### config.mk
export PLATFORM = sky130hd
export DESIGN_NAME = uart_rx_fifo
export DESIGN_NICKNAME = d
export VERILOG_FILES = /design/src/rtl/uart_rx_fifo.sv
export SDC_FILE = /design/constraint.sdc
export NUM_CORES = 1
export LEC_CHECK = 0
export ABC_AREA = 1
export CORE_AREA = 2 2 116 146
export DETAILED_ROUTE_END_ITERATION = 10
export DIE_AREA = 0 0 118 148
export GPL_TIMING_DRIVEN = 0
export PLACE_DENSITY = 0.69
export SLEW_MARGIN = 10
export SYNTH_ARGS = -nofsm -noshare
export SYNTH_HDL_FRONTEND = slang
export SYNTH_SLANG_ARGS = --single-unit
### constraint.sdc
create_clock -name clk -period 2.45 [get_ports clk]
set_clock_uncertainty 0.05 [all_clocks]
set_input_delay 0.735 -clock clk [delete_from_list [all_inputs] [get_ports clk]]
set_output_delay 0.735 -clock clk [all_outputs]
set_load 0.01 [all_outputs]
### src/rtl/uart_rx_fifo.sv
// uart_rx_fifo: receive-side character buffer between a UART receiver and a host.
// Each character is stored with its framing-error and end-of-message tags. The host
// reads through a first-word-fall-through valid/ready port. The block also reports
// the fill level, the number of complete messages held, almost-full, and a sticky
// overflow flag.
//
// Ports:
//   clk, rst_n          clock, synchronous active-low reset
//   rx_data/rx_valid    receiver character and its one-cycle strobe
//   rx_frame_err/rx_eom receiver tags, stored with the character
//   m_data/m_frame_err  head entry, zero when m_valid is low
//   m_eom/m_valid       head end-of-message tag, head valid
//   m_ready             host accepts the head this cycle
//   level, msg_count    entries stored, stored entries tagged eom
//   almost_full         level >= AFULL_LEVEL
//   overflow/ovf_clear  sticky drop flag and its clear
module uart_rx_fifo #(
  parameter int unsigned DATA_WIDTH  = 8,
  parameter int unsigned DEPTH       = 16,
  parameter int unsigned AFULL_LEVEL = 12
) (
  input  logic                     clk,
  input  logic                     rst_n,
  input  logic [DATA_WIDTH-1:0]    rx_data,
  input  logic                     rx_valid,
  input  logic                     rx_frame_err,
  input  logic                     rx_eom,
  output logic [DATA_WIDTH-1:0]    m_data,
  output logic                     m_frame_err,
  output logic                     m_eom,
  output logic                     m_valid,
  input  logic                     m_ready,
  output logic [$clog2(DEPTH):0]   level,
  output logic [$clog2(DEPTH):0]   msg_count,
  output logic                     almost_full,
  output logic                     overflow,
  input  logic                     ovf_clear
);

  localparam int unsigned PtrW = $clog2(DEPTH);
  localparam int unsigned CntW = PtrW + 1;
  localparam logic [CntW-1:0] DepthCnt = CntW'(DEPTH);
  localparam logic [CntW-1:0] AfullCnt = CntW'(AFULL_LEVEL);

  // Entry layout: {eom, frame_err, data}
  logic [DATA_WIDTH+1:0] mem_q [DEPTH];
  logic [PtrW-1:0]       wr_ptr_q, rd_ptr_q;
  logic [CntW-1:0]       level_q, level_d;
  logic [CntW-1:0]       msg_q, msg_d;
  logic                  ovf_q, ovf_d;
  logic [DATA_WIDTH+1:0] head;
  logic                  push, pop, drop, valid;

  always_comb begin
    head  = mem_q[rd_ptr_q];
    valid = (level_q != '0);
    pop   = valid & m_ready;
    // A full FIFO still accepts a character when the head leaves in the same cycle.
    push  = rx_valid & ((level_q != DepthCnt) | pop);
    drop  = rx_valid & ~push;

    level_d = level_q;
    if (push && !pop) begin
      level_d = level_q + CntW'(1);
    end else if (pop && !push) begin
      level_d = level_q - CntW'(1);
    end

    msg_d = msg_q;
    unique case ({push & rx_eom, pop & head[DATA_WIDTH+1]})
      2'b10:   msg_d = msg_q + CntW'(1);
      2'b01:   msg_d = msg_q - CntW'(1);
      default: msg_d = msg_q;
    endcase

    // A drop in the same cycle as a clear leaves the flag set.
    ovf_d = ovf_q;
    if (drop) begin
      ovf_d = 1'b1;
    end else if (ovf_clear) begin
      ovf_d = 1'b0;
    end
  end

  always_ff @(posedge clk) begin
    if (!rst_n) begin
      wr_ptr_q <= '0;
      rd_ptr_q <= '0;
      level_q  <= '0;
      msg_q    <= '0;
      ovf_q    <= 1'b0;
    end else begin
      if (push) wr_ptr_q <= wr_ptr_q + PtrW'(1);
      if (pop)  rd_ptr_q <= rd_ptr_q + PtrW'(1);
      level_q <= level_d;
      msg_q   <= msg_d;
      ovf_q   <= ovf_d;
    end
  end

  // Storage is deliberately not reset; m_valid gates everything read from it.
  always_ff @(posedge clk) begin
    if (rst_n && push) begin
      mem_q[wr_ptr_q] <= {rx_eom, rx_frame_err, rx_data};
    end
  end

  always_comb begin
    m_valid     = valid;
    m_data      = valid ? head[DATA_WIDTH-1:0] : '0;
    m_frame_err = valid & head[DATA_WIDTH];
    m_eom       = valid & head[DATA_WIDTH+1];
    level       = level_q;
    msg_count   = msg_q;
    almost_full = (level_q >= AfullCnt);
    overflow    = ovf_q;
  end

endmodule

======== Word level (Yosys, flattened, before mapping) ========
Memories as Yosys holds them, arrays and structs flattened. A register that Yosys moved wholly into a read port is not among the register bits.
Index checks and enable logic that the tools add are counted.
W data, S select, Z words.
storage, ports and cells
  bits in registers ....................... 19
  bits in latches ......................... 0
  memories ................................ 1
  bits in read-only memories .............. 0
  RAM bits ................................ 160
  input port bits ......................... 15
memories
  name   depth  width  read ports  clocked after memory_dff  wr ports  line  source
  mem_q  16     10     1           1                         1         46    logic [DATA_WIDTH+1:0] mem_q [DEPTH];
operators by class
  $add $sub $neg .......................... 6
  multiplexer cells ....................... 10
  eq/ne operators ......................... 3
  reduce and logical (&&, ||, !) cells .... 9
  order comparisons ....................... 1
  div/mod/pow operators ................... 0
  shift operators ......................... 0
  multiply operators ...................... 0
  bitwise gates (word level) .............. 9
operator list
  kind                   number
  $add A5 B1 Y5 const B  2
  $mux W5                2
  $pmux W5 S2            1
  $sub A5 B1 Y5 const B  2
  $add A4 B1 Y4 const B  2
  $mux W4                2
  $mux W8                1
  $and A1 B1 Y1          7
  $reduce_bool A2 Y1     3
  $ge A5 B4 Y1 const B   1
  $ne A5 B5 Y1 const B   1
  $reduce_bool A5 Y1     1
  $mux W1                4
  $logic_and A1 B1 Y1    3
  $eq A2 B1 Y1 const B   1
  $eq A2 B2 Y1 const B   1
  $logic_not A1 Y1       2
  $not A1 Y1             1
  $or A1 B1 Y1           1

======== Longest topological paths before layout ========
  depth after elaboration ................. 8
  mapped depth ............................ 22
  gate-level depth less buffers ........... 20

======== Worst setup path after synthesis ========
Ideal clock, no wire load.
  path kind ............................... input to register
  start point ............................. in m_ready
  end point ............................... reg msg_q[2], in the netlist msg_count[2]
  slack ................................... 0.028 ns
  stages .................................. 15
  setup time .............................. 0.115 ns
  data arrival time ....................... 2.257 ns
  data required time ...................... 2.285 ns
  cell sequence ........................... nor2_1 -> nand4_1 -> nand2_1 -> inv_2 -> nand2_1 -> ha_1 -> nand2_1 -> inv_1 -> nor2_1 -> ha_1 -> inv_1 -> nand2_1 -> xor2_1 -> o21ai_0 -> inv_1
on the way
  longest elaborated chain between the ends .. 6
  elaborated cells on any way between the ends .. 9
  classes of those cells .................. 2 x eq/ne; 1 x mux; 5 x bitwise; 1 x reduce/logical
ends and longest elaborated chain
  element                                            line  source
  from (decl)                                        32    input logic m_ready,
  $and A1 B1 Y1 *                                    57    pop = valid & m_ready;
  $or A1 B1 Y1                                       59    push = rx_valid & ((level_q != DepthCnt) | pop);
  $and A1 B1 Y1                                      59
  $and A1 B1 Y1                                      70    unique case ({push & rx_eom, pop & head[DATA_WIDTH+1]})
  $eq A2 B1 Y1 or $eq A2 B2 Y1 (tied branches)       70
  $pmux W5 S2 or $reduce_bool A2 Y1 (tied branches)  n/a
  to (signal assigned)                               96    msg_q <= msg_d;
  to (decl)                                          49    logic [CntW-1:0] msg_q, msg_d;
Every way passes the cells marked *; elsewhere a longest branch is shown, timed or not.
A chain may end at the register's enable or synchronous reset.

==> results.yml <==
worst_setup_path:
  critPathLaunchType: "flip-flop"
  path_max_fanout: 6
  crit_type: "flip-flop to output port"
  crit_arrival_ps: 1920
  end_kind: "output port"
  cp.required_ps: 1660
clocking:
  cts_buffer_depth: 2
  cts_tree: "built"
  numCtsBuffers: 17
  cts_sinks: 183
  hold_buffers: 0
  clk_latency_ps: 420
  cts-root-buf: "clkbuf_16"
  cts.htree.levels: 4
  clkTransAtPathRegs_ps: 60
grt:
  grt_pass1_wl_um: 30700
  grt_use_total_pct: 23.69
  grt_max_degree: 18
  grt_overflow_total: 0
  antenna_found_initial: 0
  grt_pass1_vias: 5652
sta:
  setup_viol: 13
  min_period_ps: 2709
  fmax_mhz: 369.2
  slew_headroom_pct: 43.11
  drv_slew: 0
  rsz0062_at_grt: "true"
  layout_setup_ws_ps: -258.6
  holdWs_ps: 431.9
  hold_violations: 0
  worst-slew-pin-transition_ps: 850.8
  post-route-period-util_pct: 110.6
synth:
  async_reset_ff_share_pct: 0
  synth.top_cell.area_share_pct: 61.23
  synth.most_common_cell: "nand2_1"
  synth_area_leaders: "edfxtp_1 61%, nand2_1 12%, nand3_1 8.5%, dfxtp_1 5.9%, ha_1 1.9%"
  synth_top_area_cell: "edfxtp_1"
  ys.flop_type: "edfxtp_1"
  synth_seq_cells: 183
  synth_warnings: 0
  synth_area_sq_mm: 0.007846
  synth_common_cells: "243 x nand2_1, 160 x edfxtp_1, 133 x nand3_1, 37 x inv_1, 35 x nor2_1"
  synth_cells: 737
  synth_edf_count: 160
  syn_avg_cell_area_sq_um: 10.65
  ys_seq_area_share_pct: 67.10
  synth_cell_type_count: 24
  syn-num-nets: 765
route:
  drc: 0
  drtIter0Drc: 496
  antenna_left: 0
  wl_per_cell_um: 19.78
  drt-total-wl_um: 20610
  vias: 5721
  avgViaCountPerCell: 5.490
  drt_first_pass_iters: 5
placed_design:
  placed_area_sq_mm: 0.008487
  place_congestion: 0.8945
  dp_hpwl_um: 12860
  portBuffers: 37
floorplanning:
  num_rows: 52
  io_pins: 38
  initial_utilization_pct: 48.82
  dieArea_sq_mm: 0.01746
  core_area_sq_mm: 0.01607
  die_y_um: 148
  die_w_um: 118
finish:
  post-route-util_pct: 61.73
  nets: 841
  fillers: 1265
  fin_area_sq_mm: 0.009920
  syn2layout_area_growth_pct: 26.42
  diodes: 0
  layout-drive-gt1-share_pct: 25.54
outcome:
  violations: "setup timing"
  status: "finished with violations"
power:
  leakagePower_uw: 0.003801
  powerDensity_mw_per_mm2: 987.0
  vdd_ir_drop_max_uv: 686.0
worst_hold_path:
  hold_path_class: "flip-flop to flip-flop"
run:
  drv_cap: 0
-- kinds of logic after synthesis --
| logic type | count (synthesis) | synth area share [%] |
|---|---|---|
| fa+ha+maj | 13 | 2.169 |
| simple gates | 415 | 22.10 |
| buf+inv | 77 | 5.167 |
| flops | 183 | 67.10 |
| compound gates | 42 | 2.679 |
| xor+xnor | 7 | 0.7814 |
-- worst max-delay path: stages (launching register included) --
cell and delay, ps:
dfxtp_4 370, buf_16 150, inv_12 80, buf_12 100, buf_16 110, nand2_2 50, nand3_2 60, nand3_2 70
nand2_1 100, nand2_1 90, a21oi_1 170, buf_2 160
-- report_power, final --
part           switching (uW)  total [uW]  internal (uW)
clock network            1160        2460           1300
logic                    2130        3670           1530
registers                 143        3670           3520
-- through the flow --
step	worst slack (ps)	setup TNS [ps]	instances	power [uW]
2_1_floorplan	27.57	0	737	5412
3_3_place_gp	-787.0	-112730	990	6442
3_5_place_dp	-848.9	-122120	990	6536
4_1_cts	-272.0	-6063	1035	9372
5_1_grt	-333.9	-3863	1042	10240
6_report	-258.6	-2559	1042	9790
-- worst paths after layout --
check	from	to	slack, ps	cells after the start
worst min register to register	overflow	overflow	430	2
worst min-delay path	overflow	overflow	430	2
worst max-delay path	flip-flop	m_data[7]	-260	11
worst max register to register	flip-flop	msg_count[4]	-150	20
-- state kept, by name (all words and copies together), names as in the netlist, named ones only --
name       cells
overflow       1
rd_ptr_q       4
level          5
wr_ptr_q       4
mem_q        160
msg_count      5
-- per-layer routing --
layer	vias to the layer above	GRT usage, %	part of all wire (%)
li1	2672	-	-
met1	2777	27.92	39
met2	220	41.40	52
met3	52	3.704	5.0
met4	0	13.43	4.4
met5	-	0	0
-- what timing repair did --
item	CTS	global route
gates resized for setup	143	82
endpoints found under the setup margin	179	83
pin swaps	20	26
gates cloned	5	4
buffers inserted	8	5
-- cell type report --
| class | count | area [sq um] | area share [%] |
|---|---|---|---|
| Inverter | 44 | 195.2 | 1.968 |
| Timing Repair inverter | 1 | 16.27 | 0.1640 |
| Sequential cell | 183 | 5271 | 53.14 |
| Buffer | 31 | 304.0 | 3.065 |
| Multi-Input combinational cell | 477 | 2698 | 27.19 |
| Clock inverter | 14 | 100.1 | 1.009 |
| Tap cell | 216 | 270.3 | 2.725 |
| Timing Repair Buffer | 58 | 635.6 | 6.408 |
| Clock buffer | 18 | 429.2 | 4.326 |
-- cell usage in the layout (no fill, tap or decap), drive strengths merged --
cell type      instances
nand2                244
edfxtp               160
nand3                133
buf                   50
inv                   45
nor2                  35
clkbuf                30
a21oi                 27
clkdlybuf4s50         23
dfxtp                 23
o21ai                 15
ha                    12
clkinv                12
xor2                   5
nand4                  3
dlygate4sd2            3
xnor2                  2
clkinvlp               2
fa                     1
dlymetal6s2s           1
No activity file was read; power rests on OpenSTA's default activity.
